<file path="src/rtl/pkg_en.sv">
// Shared ElectronNest token types and widths, plus the external bridge FSM states.
package pkg_en;

    localparam int WIDTH_DATA   = 32;
    localparam int WIDTH_EXADDR = 32;

    // Forward token: valid, acquirement, release, commit, index, data.
    typedef struct packed {
        logic                    v;
        logic                    a;
        logic                    r;
        logic                    c;
        logic [WIDTH_EXADDR-1:0] i;
        logic [WIDTH_DATA-1:0]   d;
    } FTk_t;

    // Backward token: n stalls the forward path, t is reserved.
    typedef struct packed {
        logic n;
        logic t;
    } BTk_t;

    typedef enum logic [2:0] {
        ST_IDLE,
        ST_HDR,
        ST_PROG,
        ST_DRAIN,
        ST_RUN
    } ext_bridge_st_t;

endpackage

</file>
<file path="src/rtl/en_token_fifo2.sv">
// Two-entry FTk_t FIFO; simultaneous push and pop is legal at any occupancy.
module en_token_fifo2
    import pkg_en::*;
(
    input  logic       clock,
    input  logic       reset,
    input  logic       push,
    input  FTk_t       push_data,
    input  logic       pop,
    output FTk_t       head,
    output logic [1:0] count,
    output logic       full,
    output logic       empty
);

    FTk_t ent0;
    FTk_t ent1;
    logic pop_ok;
    logic push_ok;
    logic wr_slot1;

    assign empty    = (count == 2'd0);
    assign full     = (count == 2'd2);
    assign pop_ok   = pop & ~empty;
    assign push_ok  = push & (~full | pop_ok);
    // A push lands in slot 1 only when an entry remains in slot 0 after any pop.
    assign wr_slot1 = (count == 2'd2) | ((count == 2'd1) & ~pop_ok);
    assign head     = empty ? '0 : ent0;

    // Occupancy counter.
    always_ff @(posedge clock or posedge reset) begin
        if (reset) begin
            count <= 2'd0;
        end else begin
            count <= count + 2'(push_ok) - 2'(pop_ok);
        end
    end

    // Entry storage: slot 0 is always the head.
    always_ff @(posedge clock) begin
        if (push_ok && !wr_slot1) begin
            ent0 <= push_data;
        end else if (pop_ok && count == 2'd2) begin
            ent0 <= ent1;
        end
        if (push_ok && wr_slot1) begin
            ent1 <= push_data;
        end
    end

endmodule

</file>
<file path="src/rtl/en_ext_mem_bridge.sv">
// Bridges the ElectronNest external load/store ports to a 1-cycle-latency BRAM
// and plays out the boot stream (header tokens, then program words).
module en_ext_mem_bridge
    import pkg_en::*;
#(
    parameter int MEM_DEPTH   = 1024,
    parameter int WIDTH_MADDR = $clog2(MEM_DEPTH),
    parameter int BOOT_HDR    = 3,
    parameter int BOOT_LEN    = 5,
    parameter int EXT_IDX     = 0
) (
    input  logic                    clock,
    input  logic                    reset,
    input  logic                    I_Boot,
    input  logic                    I_Ld_Req,
    input  logic [WIDTH_EXADDR-1:0] I_Ld_Addr,
    output logic                    O_Ld_Gnt,
    output FTk_t                    O_Ld_FTk,
    input  BTk_t                    I_Ld_BTk,
    input  logic                    I_St_Req,
    input  logic [WIDTH_EXADDR-1:0] I_St_Addr,
    input  FTk_t                    I_St_FTk,
    output BTk_t                    O_St_BTk,
    output logic                    O_Mem_En,
    output logic                    O_Mem_We,
    output logic [WIDTH_MADDR-1:0]  O_Mem_Addr,
    output logic [WIDTH_DATA-1:0]   O_Mem_WData,
    input  logic [WIDTH_DATA-1:0]   I_Mem_RData
);

    localparam int CNT_W = 16;

    ext_bridge_st_t state, state_nx;
    logic [CNT_W-1:0]        cnt, cnt_nx;
    logic                    boot_q;
    logic                    boot_rise;
    logic                    rd_vld_p1;
    logic [WIDTH_EXADDR-1:0] rd_addr_p1;
    logic                    issue;
    logic [WIDTH_EXADDR-1:0] issue_addr;
    logic                    hdr_push;
    logic                    credit;
    logic                    st_acc;
    FTk_t                    hdr_tok;
    FTk_t                    rd_tok;
    FTk_t                    fifo_din;
    logic                    fifo_push;
    logic                    fifo_pop;
    logic [1:0]              fifo_count;
    logic                    fifo_full;
    logic                    fifo_empty;
    logic                    unused_bits;

    assign unused_bits = ^{I_St_FTk, I_Ld_BTk, I_St_Addr};

    assign boot_rise = I_Boot & ~boot_q;
    assign fifo_pop  = O_Ld_FTk.v & ~I_Ld_BTk.n;
    // Credit counts the slot freed by this cycle's pop, so a draining
    // consumer sees back-to-back grants while a stalled one caps at two.
    assign credit = fifo_empty
                  | (~fifo_full & (~rd_vld_p1 | fifo_pop))
                  | (fifo_full & fifo_pop & ~rd_vld_p1);
    assign st_acc = (state == ST_RUN) & I_St_Req & I_St_FTk.v;

    always_comb begin
        hdr_tok   = '0;
        hdr_tok.v = 1'b1;
        hdr_tok.a = (cnt == '0);
        rd_tok    = '0;
        rd_tok.v  = 1'b1;
        rd_tok.d  = I_Mem_RData;
        rd_tok.i  = (EXT_IDX != 0) ? rd_addr_p1 : '0;
    end

    assign fifo_push = rd_vld_p1 | hdr_push;
    assign fifo_din  = rd_vld_p1 ? rd_tok : hdr_tok;

    // Store side is closed until the boot stream has fully drained; held
    // at zero while reset is asserted.
    always_comb begin
        O_St_BTk   = '0;
        O_St_BTk.n = ~reset & (state != ST_RUN);
    end

    // Control registers: FSM, boot counter, boot edge detector, read in flight.
    always_ff @(posedge clock or posedge reset) begin
        if (reset) begin
            state     <= ST_IDLE;
            cnt       <= '0;
            boot_q    <= 1'b0;
            rd_vld_p1 <= 1'b0;
        end else begin
            state     <= state_nx;
            cnt       <= cnt_nx;
            boot_q    <= I_Boot;
            rd_vld_p1 <= issue;
        end
    end

    // Address of the read in flight, used for the returned token index.
    always_ff @(posedge clock) begin
        if (issue) begin
            rd_addr_p1 <= issue_addr;
        end
    end

    // Next-state, BRAM command and grant decode; stores win over loads.
    always_comb begin
        state_nx    = state;
        cnt_nx      = cnt;
        hdr_push    = 1'b0;
        issue       = 1'b0;
        issue_addr  = '0;
        O_Ld_Gnt    = 1'b0;
        O_Mem_En    = 1'b0;
        O_Mem_We    = 1'b0;
        O_Mem_Addr  = '0;
        O_Mem_WData = '0;
        case (state)
            ST_IDLE: begin
                if (boot_rise) begin
                    state_nx = ST_HDR;
                    cnt_nx   = '0;
                end
            end
            ST_HDR: begin
                if (credit) begin
                    hdr_push = 1'b1;
                    if (cnt == CNT_W'(BOOT_HDR - 1)) begin
                        state_nx = ST_PROG;
                        cnt_nx   = '0;
                    end else begin
                        cnt_nx = cnt + 1'b1;
                    end
                end
            end
            ST_PROG: begin
                if (credit) begin
                    issue      = 1'b1;
                    issue_addr = WIDTH_EXADDR'(cnt);
                    if (cnt == CNT_W'(BOOT_LEN - 1)) begin
                        state_nx = ST_DRAIN;
                        cnt_nx   = '0;
                    end else begin
                        cnt_nx = cnt + 1'b1;
                    end
                end
            end
            ST_DRAIN: begin
                if (fifo_count == 2'd0 && !rd_vld_p1) begin
                    state_nx = ST_RUN;
                end
            end
            ST_RUN: begin
                if (st_acc) begin
                    O_Mem_En    = 1'b1;
                    O_Mem_We    = 1'b1;
                    O_Mem_Addr  = I_St_Addr[WIDTH_MADDR-1:0];
                    O_Mem_WData = I_St_FTk.d;
                end else if (I_Ld_Req && credit) begin
                    O_Ld_Gnt   = 1'b1;
                    issue      = 1'b1;
                    issue_addr = I_Ld_Addr;
                end
            end
            default: state_nx = ST_IDLE;
        endcase
        if (issue) begin
            O_Mem_En   = 1'b1;
            O_Mem_Addr = issue_addr[WIDTH_MADDR-1:0];
        end
    end

    en_token_fifo2 u_fifo (
        .clock     (clock),
        .reset     (reset),
        .push      (fifo_push),
        .push_data (fifo_din),
        .pop       (fifo_pop),
        .head      (O_Ld_FTk),
        .count     (fifo_count),
        .full      (fifo_full),
        .empty     (fifo_empty)
    );

endmodule
</file>
<file path="config.mk">
export PLATFORM = sky130hd
export DESIGN_NAME = en_ext_mem_bridge
export DESIGN_NICKNAME = d
export VERILOG_FILES = /design/src/rtl/pkg_en.sv /design/src/rtl/en_token_fifo2.sv /design/src/rtl/en_ext_mem_bridge.sv
export SDC_FILE = /design/constraint.sdc
export NUM_CORES = 1
export LEC_CHECK = 0
export BUFFER_PORTS_ARGS = -buffer_cell sky130_fd_sc_hd__buf_2
export CAP_MARGIN = 5
export CORE_AREA = 2 2 110 112
export DETAILED_ROUTE_END_ITERATION = 16
export DIE_AREA = 0 0 112 114
export PLACE_DENSITY = 0.91
export SLEW_MARGIN = 15
export SYNTH_ARGS = -nofsm -noshare
export SYNTH_HDL_FRONTEND = slang
export SYNTH_SLANG_ARGS = --single-unit
export TNS_END_PERCENT = 10
</file>
<file path="constraint.sdc">
create_clock -name clock -period 4.1 [get_ports clock]
set_input_delay 0.41 -clock clock [delete_from_list [all_inputs] [get_ports clock]]
set_output_delay 0.41 -clock clock [all_outputs]
set_load 0.02 [all_outputs]
</file>
==> flow_summary_export.csv, run 1 <==
group,metric,value,unit
outcome,status,"complete, no violations",
cells_and_area,footprint_of_the_multi_input_gates,2200,sq um
grt,first_pass_grt_wire_length,16.9,mm
place,dp_hpwl,7.68,mm
power_and_ir_drop,power_switching_share,39.5,%
setup_path,cp-endpoint,"O_Mem_Addr[0]",
yosys,synthesis.yosys.warnings,0,
cells_and_area,final.fill_count,1037,
yosys,postSynthCellCount,448,
grt,grt_max_degree,45,
cells_and_area,post_route_cells_drive_above_1_share,39.4,%
yosys,synthTopCellsByArea,"edfxtp_1 39%, dfrtp_1 11%, and2_1 8.1%, mux2_2 7.3%, buf_4 5.6%",
setup_path,ff_to_ff_end,"u_fifo.ent0[14]",
place,place.gp.congestion,0.824,
sta,fin_crit,3.11,ns
yosys,synth-edff-count,66,
setup_path,source_of_the_worst_register_to_register_timing_path,"state[0]",
grt,via_count_of_the_first_global_routing_pass,3511,
job,maxCapViolCount,0,
clock_tree,cts_made_buffers,9,
setup_path,worst_ep_arrival_time,2.70,ns
hold_path,holdCritStartpoint,"I_Boot",
yosys,yosys_most_used_dff,"edfxtp_1",
power_and_ir_drop,p_clk_share,18.3,%
clock_tree,clock_sink_count,89,
hold_path,min_path_type,"input pin to flop",
clock_tree,cts.repair.resized,0,
clock_tree,root_buffer,"clkbuf_16",
setup_path,startpoint_type,"flop",
routing,detail_route.iter0.violations,256,
setup_path,critical_path_end_type,"primary output",
yosys,synth_area,5090,sq um
setup_path,max_stage_delay,0.68,ns
sta,postLayoutSetupSlackWorst,0.993,ns
clock_tree,post-cts-setup-buffers,0,
grt,grt_usage,16.3,%
sta,slew_violations,0,
routing,drcViolationCount,0,
routing,vias,3724,
setup_path,reg2regPathDepth,4,
yosys,synth_largest_type_area_fraction,38.9,%
clock_tree,cts-hold-fix-buffers,0,
setup_path,worst_path_max_delay_cell,"nor2_1",
clock_tree,clock_insertion_delay_at_the_later_pin_of_the_skew_report,0.33,ns
cells_and_area,synthToLayoutAreaGrowth,21.7,%
cells_and_area,layout.cells.non_filler,756,
clock_tree,cts.htree.levels,3,
setup_path,worstSetupStartpoint,"u_fifo.count[0]",
sta,setup-tns-final,0,ns
routing,ant_nets,0,
floorplan,die_width,112,um
setup_path,worstPathBufferInverterCount,2,
place,dp_worst_setup_slack,1.34,ns
grt,initial_antenna_violation_count,0,
setup_path,worst-path-stages,6,
sta,worstMarginPinSlew,1.07,ns
yosys,avgSynthCellArea,11.4,sq um
floorplan,die-area,12800,sq um
yosys,yosys.cell_types.count,57,
yosys,register_area_share_after_synthesis,50.3,%
setup_path,worst_ep_required,3.69,ns
sta,period_share,75.8,%
routing,route.final.wire_length,10.6,mm
floorplan,rows,40,
power_and_ir_drop,switchingPower,1760,uW
yosys,synth_area_leader_cell,"edfxtp_1",
floorplan,floorplan.core_area,11700,sq um
cells_and_area,number_of_diodes,0,
sta,fin_worst_skew,0.00965,ns
sta,holdWs,0.204,ns
place,place.detailed.instances,741,
cells_and_area,seq_area,2560,sq um
floorplan,floorplan.initialDensity,43.5,%
cells_and_area,finalNetCount,781,
power_and_ir_drop,totalPowerFinal,4460,uW
setup_path,critPathMaxFanout,12,
clock_tree,cts_tree,"done",
power_and_ir_drop,power.sequential.fraction,35.3,%
grt,grt.overflow.total,0,
routing,dr.pass1.iters,4,
power_and_ir_drop,cellInternalPower,2700,uW
routing,wire_per_inst,14.0,um
sta,finalSetupViolCount,0,
power_and_ir_drop,power_leakage,0.00294,uW
sta,rsz0062_at_grt,"no",
clock_tree,path_clk_slew,0.06,ns
routing,drt-vias-per-instance,4.93,
place,io_buffer_count,170,
power_and_ir_drop,p_comb_share,46.3,%
setup_path,critPathKind,"flop to primary output",
sta,max_slew_margin,28.7,%
power_and_ir_drop,power-per-cell-area,721,nW/um^2
sta,timing.fmax,0.322,GHz
setup_path,critPathTopFamily,"simple AND/OR/NAND/NOR gates",
floorplan,ios,286,
setup_path,critical_path.cell_chain,"mux2_4 -> a221o_1 -> nor2_1 -> a222oi_1 -> inv_1 -> buf_2",
yosys,async_flop_share,25.8,%
yosys,ys_seq_elements,89,
floorplan,die_h,114,um
power_and_ir_drop,worst_vdd_drop,0.000435,V
setup_path,reg2reg_setup_slack,1.40,ns
clock_tree,clockBufferDepth,2,
sta,timing.final.hold_violations,0,
-- synth_stat cells, types with 6 or more instances --
| master | n |
|---|---|
| a222oi_1 | 10 |
| a22o_1 | 9 |
| and2_1 | 66 |
| and3_1 | 9 |
| buf_2 | 7 |
| buf_4 | 38 |
| clkbuf_1 | 13 |
| dfrtp_1 | 23 |
| edfxtp_1 | 66 |
| inv_1 | 19 |
| mux2_2 | 33 |
| nand2_1 | 7 |
| nand2b_1 | 7 |
| nor2_1 | 11 |
| nor2b_1 | 39 |
| nor4_1 | 6 |
| o21ai_0 | 13 |
-- per-stage QoR --
stage                     area (sq um)  utilization, %
after floorplan                   5220               -
after global placement            5890            50.3
after detailed placement          5890            50.3
after CTS                         6190            52.9
after global routing              6190            52.9
final                             6190            52.9
-- registers in the layout (all words and copies together), names as in the netlist --
name and count:
state 3, u_fifo.ent1 33, u_fifo.ent0 33, cnt 16, u_fifo.count 2, boot_q 1
rd_vld_p1 1
-- area by class of cell --
class,instances,share of cell area (%)
clock buffer,9,3.64
clock inverter,6,1.23
inverter,19,1.15
multi-input combinational,312,35.5
sequential,89,41.3
tap,147,2.97
timing repair buffer,174,14.2
-- placed cells by master, fill, tap and decap left out, drive strengths merged, types with 6 or more instances in the layout --
cell	instances
and2	66
a222oi	10
inv	22
buf	174
a22o	9
clkbuf	9
nand2b	7
nor2	12
conb	35
mux2	35
and3	9
dfrtp	23
edfxtp	66
nor4	6
o21ai	17
nor2b	39
nand2	7
a21oi	6
-- layer usage --
| layer | GRT usage (%) | vias up | part of all wire, % |
|---|---|---|---|
| met5 | 0 | - | 0 |
| met4 | 3.90 | 0 | 0.43 |
| met3 | 4.14 | 9 | 7.6 |
| met2 | 27.4 | 158 | 49 |
| met1 | 21.4 | 1720 | 43 |
| li1 | - | 1837 | - |
-- kinds of logic after synthesis --
family          after synthesis  share of synthesized area (%)
simple gates                175                           21.3
compound gates               58                           9.02
buf+inv                      81                           9.54
flops                        89                           50.3
xor+xnor                      3                          0.516
other cells                   1                         0.0737
fa+ha+maj                     5                           1.23
mux                          36                           8.09
-- worst min-delay path by stage --
| stage | endpoint | slack [ns] | cells past startpoint |
|---|---|---|---|
| after floorplan | boot_q | 0.41 | 1 |
| after global placement | cnt[15] | 0.50 | 1 |
| after detailed placement | cnt[15] | 0.50 | 1 |
| after CTS | boot_q | 0.19 | 1 |
| after global routing | boot_q | 0.19 | 1 |
| final | boot_q | 0.20 | 1 |
-- worst register-to-register path, delay by kind of cell, from the launching register on --
family,cells,cell delay (ns)
simple gates,3,1.26
mux,1,0.57
flops,1,0.61
-- power by group through the flow --
| stage | clock (uW) | combinational [uW] | sequential, uW |
|---|---|---|---|
| 2_1_floorplan | 0 | 1650 | 1510 |
| 3_3_place_gp | 0 | 2030 | 1570 |
| 3_5_place_dp | 0 | 2080 | 1600 |
| 4_1_cts | 844 | 2090 | 1580 |
| 5_1_grt | 875 | 2270 | 1610 |
| 6_report | 819 | 2070 | 1580 |
Note: power is estimated with default switching activity, not from simulation.
==> inputs of run 2 (changes only) <==
ABC_AREA = 1   (was not set)
CORE_AREA = not set   (was 2 2 110 112)
CORE_MARGIN = 1.5   (was not set)
CORE_UTILIZATION = 41   (was not set)
DIE_AREA = not set   (was 0 0 112 114)
PLACE_DENSITY = 0.88   (was 0.91)
clock period = 2.8 ns   (was 4.1 ns; I/O delays follow)
==> run 2 against run 1 <==
Against the previous run:
- flip-flop and latch count unchanged
- non-clock buffer count up 3
- utilization down 1.7 points
- via count up 24%
- critical path type unchanged
- clock-buffer cell count unchanged
- hold slack worse by 0.14 ns
- critical endpoint is now O_Mem_Addr[6]
- routed wire length up 11%
- clock power up 51%
- first-iteration DRC count up 40%
==> flow_summary_export.csv, run 2 <==
group,metric,value,unit
yosys,synth_area,5330,sq um
clock_tree,cts.htree.levels,3,
floorplan,ios,286,
routing,detail_route.iter0.violations,359,
yosys,synth_common_cells,"171 x nand2_1, 126 x inv_1, 100 x nor2_1, 66 x edfxtp_1, 39 x o21ai_0",
clock_tree,post-cts-setup-buffers,0,
setup_path,critical_path_end_type,"primary output",
clock_tree,clock_sink_count,89,
cells_and_area,post-route-util,51.1,%
sta,rsz0062_at_grt,"no",
place,io_buffer_count,170,
setup_path,critPathMaxFanout,11,
sta,timing.final.hold_violations,0,
power_and_ir_drop,power-per-cell-area,752,nW/um^2
cells_and_area,post_route_cells_drive_above_1_share,25.5,%
clock_tree,cts_made_buffers,9,
routing,drt-vias-per-instance,4.52,
routing,route.final.wire_length,11.7,mm
yosys,synthesis.yosys.warnings,0,
sta,finalSetupViolCount,0,
yosys,avgSynthCellArea,7.79,sq um
floorplan,rows,41,
sta,max_slew_margin,27.2,%
grt,grt_usage,17.5,%
setup_path,critPathKind,"flop to primary output",
cells_and_area,finalNetCount,1021,
setup_path,startpoint_type,"flop",
setup_path,worstPathBufferInverterCount,3,
sta,slew_violations,0,
clock_tree,root_buffer,"clkbuf_16",
setup_path,critical_path.cell_chain,"nor2_1 -> nand2_1 -> inv_1 -> nand4_1 -> inv_2 -> nand2_1 -> o211ai_1 -> buf_2",
sta,worstMarginPinSlew,1.09,ns
setup_path,worst_ep_arrival_time,2.04,ns
yosys,ys_seq_elements,89,
yosys,count_leader_synth,"nand2_1",
yosys,yosys.cell_types.count,30,
cells_and_area,synthToLayoutAreaGrowth,21.5,%
routing,vias,4615,
yosys,register_area_share_after_synthesis,48.0,%
grt,first_pass_grt_wire_length,18.4,mm
yosys,synth-edff-count,66,
sta,setup-tns-final,0,ns
routing,dr.pass1.iters,5,
sta,fin_crit,2.32,ns
sta,fin_worst_skew,0.00577,ns
place,place.gp.congestion,0.911,
clock_tree,clockBufferDepth,2,
outcome,status,"complete, no violations",
floorplan,die_width,117,um
routing,ant_nets,0,
setup_path,max_stage_delay,0.43,ns
clock_tree,cts_tree,"done",
floorplan,floorplan.core_area,12700,sq um
floorplan,die_h,117,um
yosys,yosys_most_used_dff,"edfxtp_1",
yosys,postSynthCellCount,684,
sta,timing.fmax,0.432,GHz
power_and_ir_drop,worst_vdd_drop,0.000266,V
clock_tree,cts.repair.resized,0,
clock_tree,path_clk_slew,0.07,ns
cells_and_area,most-common-layout-cells,"171 x nand2_1, 170 x buf_2, 126 x inv_1",
power_and_ir_drop,power_leakage,0.00354,uW
routing,wire_per_inst,11.5,um
yosys,synth_largest_type_area_fraction,37.2,%
hold_path,min_path_type,"input pin to flop",
job,maxCapViolCount,0,
floorplan,die-area,13700,sq um
setup_path,worst_path_max_delay_cell,"dfrtp_1",
sta,period_share,82.7,%
yosys,synthTopCellsByArea,"edfxtp_1 37%, nand2_1 12%, dfrtp_1 11%, inv_1 8.9%, nor2_1 7.0%",
clock_tree,cts-hold-fix-buffers,0,
grt,grt.overflow.total,0,
clock_tree,clock_insertion_delay_at_the_later_pin_of_the_skew_report,0.34,ns
cells_and_area,layout.cells.most_common,"nand2_1",
grt,grt_max_degree,67,
place,dp_hpwl,8.64,mm
grt,initial_antenna_violation_count,1,
setup_path,critPathTopFamily,"simple AND/OR/NAND/NOR gates",
cells_and_area,reg_top3,"u_fifo.ent0: 33 flops, u_fifo.ent1: 33 flops, cnt: 16 flops",
grt,via_count_of_the_first_global_routing_pass,4002,
floorplan,floorplan.initialDensity,42.1,%
setup_path,worst_ep_required,2.52,ns
cells_and_area,number_of_diodes,0,
yosys,async_flop_share,25.8,%
yosys,synth_area_leader_cell,"edfxtp_1",
routing,drcViolationCount,0,
setup_path,crit_top_cell,"nand2_1",
## run 2: changes by cell type after synthesis, moves of 9 or more
cell      change
and2_1       -66
nor2_1       +89
and3_1        -9
o21ai_0      +26
nor2b_1      -39
a22o_1        -9
a222oi_1     -10
o211ai_1     +16
nand3_1      +26
inv_1       +107
nand2_1     +164
mux2_2       -33
## run 2: logic make-up (layout without fill, tap and decap cells)
family	count (synthesis)	in the layout	share of synthesized area, %
AND/OR/NAND/NOR	319	319	24.3
buffers and inverters	192	324	17.2
flip-flops	89	89	48.0
AO/OA/AOI/OAI	71	71	8.07
XOR/XNOR	7	7	1.15
adder cells (fa/ha/maj)	5	5	1.17
other	1	35	0.0703
## run 2: report_power, final
| part | switching (uW) | internal, uW | leakage (uW) |
|---|---|---|---|
| clock | 534 | 711 | 0.000153 |
| sequential | 70.6 | 1830 | 0.000905 |
| combinational | 1230 | 489 | 0.00248 |
| total | 1840 | 3030 | 0.00354 |
## run 2: final timing paths
path                                 start               to  slack [ns]  cells after the start
max reg2reg                u_fifo.count[0]  u_fifo.ent0[18]        0.68                      7
min in group asynchronous            reset         state[2]        0.14                      2
max in group asynchronous            reset          cnt[15]        2.10                      2
min reg2reg                u_fifo.ent1[20]  u_fifo.ent0[20]        0.52                      2
max                               state[1]    O_Mem_Addr[6]        0.48                      8
min                                 I_Boot           boot_q        0.07                      1
## run 2: worst reg2reg max path, cell delays in order, from the launching register on
cell and delay (ns):
dfrtp_1 0.38, inv_1 0.12, nand2_1 0.12, nand2_1 0.16, o21ai_0 0.21, nand2_2 0.16
buf_4 0.49, o21ai_0 0.20
## run 2: layout make-up
| class | count | area, sq um |
|---|---|---|
| fill | 1154 | 6190 |
| clock buffer | 9 | 225 |
| sequential | 89 | 2560 |
| clock inverter | 7 | 85.1 |
| inverter | 131 | 492 |
| tap | 172 | 215 |
| multi-input combinational | 437 | 2000 |
| timing repair buffer | 177 | 903 |
## run 2: metrics by stage
stage | cells | instance area [sq um] | setup WS [ns] | hold slack [ns] | total power, uW
floorplan | 718 | 5460 | 0.184 | 0.282 | 3180
global placement | 1006 | 6170 | 0.782 | 0.404 | 3630
detailed placement | 1006 | 6170 | 0.653 | 0.413 | 3690
CTS | 1022 | 6480 | 0.476 | 0.0535 | 4930
global route | 1022 | 6480 | 0.278 | 0.0496 | 5220
finish | 1022 | 6480 | 0.484 | 0.0686 | 4870
## run 2: layer usage
| metal | up-vias | wire, um | share of wire (%) | global-route usage, % |
|---|---|---|---|---|
| met2 | 217 | 5870 | 50 | 31.2 |
| met1 | 2011 | 4800 | 41 | 20.8 |
| met3 | 11 | 908 | 7.7 | 4.22 |
| met5 | - | 19 | 0.16 | 0 |
| met4 | 2 | 139 | 1.2 | 5.46 |
| li1 | 2374 | - | - | - |
==> inputs of run 3 (changes only) <==
clock period = 2 ns   (was 2.8 ns; I/O delays follow)
==> run 3 against run 2 <==
Against the previous run:
- the run now ends with negative setup slack left
- hold slack improved by 0.068 ns
- non-clock buffer count rose by 19
- first-iteration DRC count fell by 21%
- final cell count rose by 2.0%
- clock skew increased by 0.00092 ns
- power is 43% higher
- combinational power is 55% higher
- routed wire length increased by 4.0%
==> flow_summary_export.csv, run 3 (synthesis gave the netlist of run 2 again) <==
group,metric,value,unit
power_and_ir_drop,power-per-cell-area,1040,nW/um^2
routing,ant_nets,0,
setup_path,reg2regPathDepth,10,
job,maxCapViolCount,0,
floorplan,ios,286,
power_and_ir_drop,worst_vdd_drop,0.000451,V
setup_path,critPathMaxFanout,5,
routing,dr.pass1.iters,4,
sta,rsz0062_at_grt,"yes",
hold_path,worstHoldPathCells,3,
routing,detail_route.iter0.violations,285,
place,place.detailed.instances,1010,
clock_tree,clock_sink_count,89,
grt,first_pass_grt_wire_length,19.2,mm
grt,grt.overflow.total,0,
hold_path,min_path_type,"input pin to flop",
routing,drcViolationCount,0,
routing,route.final.wire_length,12.2,mm
clock_tree,path_clk_slew,0.07,ns
setup_path,worst_path_max_delay_cell,"dfrtp_2",
cells_and_area,finalNetCount,1041,
setup_path,worstPathBufferInverterCount,3,
floorplan,die-area,13700,sq um
cells_and_area,post-route-util,53.2,%
setup_path,ff_to_ff_end,"cnt[10]",
sta,timing.final.hold_violations,0,
setup_path,startpoint_type,"flop",
sta,slew_violations,0,
sta,fin_worst_skew,0.00669,ns
place,place.gp.congestion,0.890,
setup_path,critPathKind,"flop to primary output",
setup_path,reg2reg_setup_slack,0.12,ns
setup_path,critPathTopFamily,"simple AND/OR/NAND/NOR gates",
routing,vias,4720,
cells_and_area,layout.cells.non_filler,1042,
cells_and_area,synthToLayoutAreaGrowth,26.5,%
floorplan,floorplan.core_area,12700,sq um
sta,period_share,104,%
hold_path,holdCritStartpoint,"I_Mem_RData[28]",
clock_tree,root_buffer,"clkbuf_16",
setup_path,worst_ep_arrival_time,1.88,ns
cells_and_area,most-common-layout-cells,"163 x nand2_1, 162 x buf_2, 124 x inv_1",
setup_path,critical_path_end_type,"primary output",
clock_tree,cts_made_buffers,9,
setup_path,max_stage_delay,0.44,ns
setup_path,worst_ep_required,1.80,ns
grt,grt_max_degree,67,
setup_path,source_of_the_worst_register_to_register_timing_path,"state[1]",
outcome,status,"finished, violations left",
sta,postLayoutSetupSlackWorst,-0.0762,ns
routing,wire_per_inst,11.7,um
clock_tree,clock_insertion_delay_at_the_later_pin_of_the_skew_report,0.34,ns
sta,setup-tns-final,-0.531,ns
place,dp_hpwl,8.58,mm
clock_tree,cts_tree,"done",
cells_and_area,layout.cells.most_common,"nand2_1",
cells_and_area,reg_top3,"u_fifo.ent0: 33 flops, u_fifo.ent1: 33 flops, cnt: 16 flops",
clock_tree,clockBufferDepth,2,
grt,via_count_of_the_first_global_routing_pass,4100,
clock_tree,cts.htree.levels,3,
sta,finalSetupViolCount,12,
setup_path,critical_path.cell_chain,"nor2_4 -> buf_6 -> nand4_4 -> nand4_1 -> clkinvlp_4 -> nand2_2 -> o211ai_1 -> buf_4",
place,io_buffer_count,170,
floorplan,floorplan.initialDensity,42.1,%
cells_and_area,final.fill_count,1199,
grt,grt_usage,18.1,%
outcome,failing_checks,"negative setup slack",
floorplan,die_width,117,um
sta,holdWs,0.137,ns
sta,fin_crit,2.08,ns
grt,initial_antenna_violation_count,0,
power_and_ir_drop,power_leakage,0.00365,uW
routing,drt-vias-per-instance,4.53,
cells_and_area,number_of_diodes,0,
place,dp_worst_setup_slack,0.174,ns
sta,timing.fmax,0.482,GHz
floorplan,rows,41,
hold_path,hold_path_end,"u_fifo.ent1[28]",
cells_and_area,post_route_cells_drive_above_1_share,28.6,%
floorplan,die_h,117,um
-- run 3: cell count changes in the layout (fill, tap and decap cells not counted), moves of 3 or more --
| cell | change |
|---|---|
| nand2_2 | +6 |
| nand2_1 | -8 |
| buf_2 | -8 |
| buf_12 | +3 |
| buf_4 | +19 |
| buf_6 | +3 |
-- run 3: what timing repair did --
item / in CTS / in global routing
endpoints found under the setup margin: 11 / 112
resized for setup: 17 / 14
gates cloned: 1 / 0
hold buffers: 2 / 0
pin swaps: 5 / 5
buffers inserted: 10 / 3
endpoints found under the hold margin: 24 / 0
-- run 3: worst max-delay path by stage --
stage | startpoint | cells past startpoint | slack [ns] | endpoint
after CTS | state[1] | 8 | -0.05 | O_Mem_Addr[3]
after detailed placement | u_fifo.count[0] | 7 | 0.17 | u_fifo.ent0[12]
final | state[0] | 8 | -0.08 | O_Mem_Addr[3]
after floorplan | u_fifo.count[0] | 5 | -0.11 | u_fifo.ent1[0]
after global placement | state[2] | 9 | 0.23 | cnt[10]
after global routing | state[0] | 8 | -0.19 | O_Mem_Addr[3]
-- run 3: layout make-up --
cell class | instances | area [sq um] | share of cell area [%]
clock inverters | 7 | 72.6 | 1.08
repair buffers | 196 | 1120 | 16.6
well taps | 172 | 215 | 3.19
multi-input cells | 437 | 2050 | 30.4
repair inverters | 1 | 7.51 | 0.111
flip-flops and latches | 89 | 2560 | 38.0
inverters | 131 | 492 | 7.29
clock buffers | 9 | 225 | 3.34
-- run 3: layer usage --
layer	GRT usage (%)	routed length [um]	part of all wire [%]
met1	22.5	5130	42
met2	31.7	6130	50
met3	3.66	767	6.3
met4	6.02	175	1.4
met5	0	0	0
-- run 3: worst min-delay path, stage by stage --
cell and delay (ns):
buf_2 0.08, nand2_1 0.05, inv_1 0.04
-- run 3: report_power, final --
part	switching [uW]	internal [uW]
registers	106	2550
logic	1800	870
clock network	782	882
total	2680	4310
-- run 3: stage by stage --
step	total power, uW	instance area [sq um]
2_1_floorplan	4450	5470
3_3_place_gp	5150	6240
3_5_place_dp	5230	6240
4_1_cts	7030	6680
5_1_grt	7510	6750
6_report	6990	6750
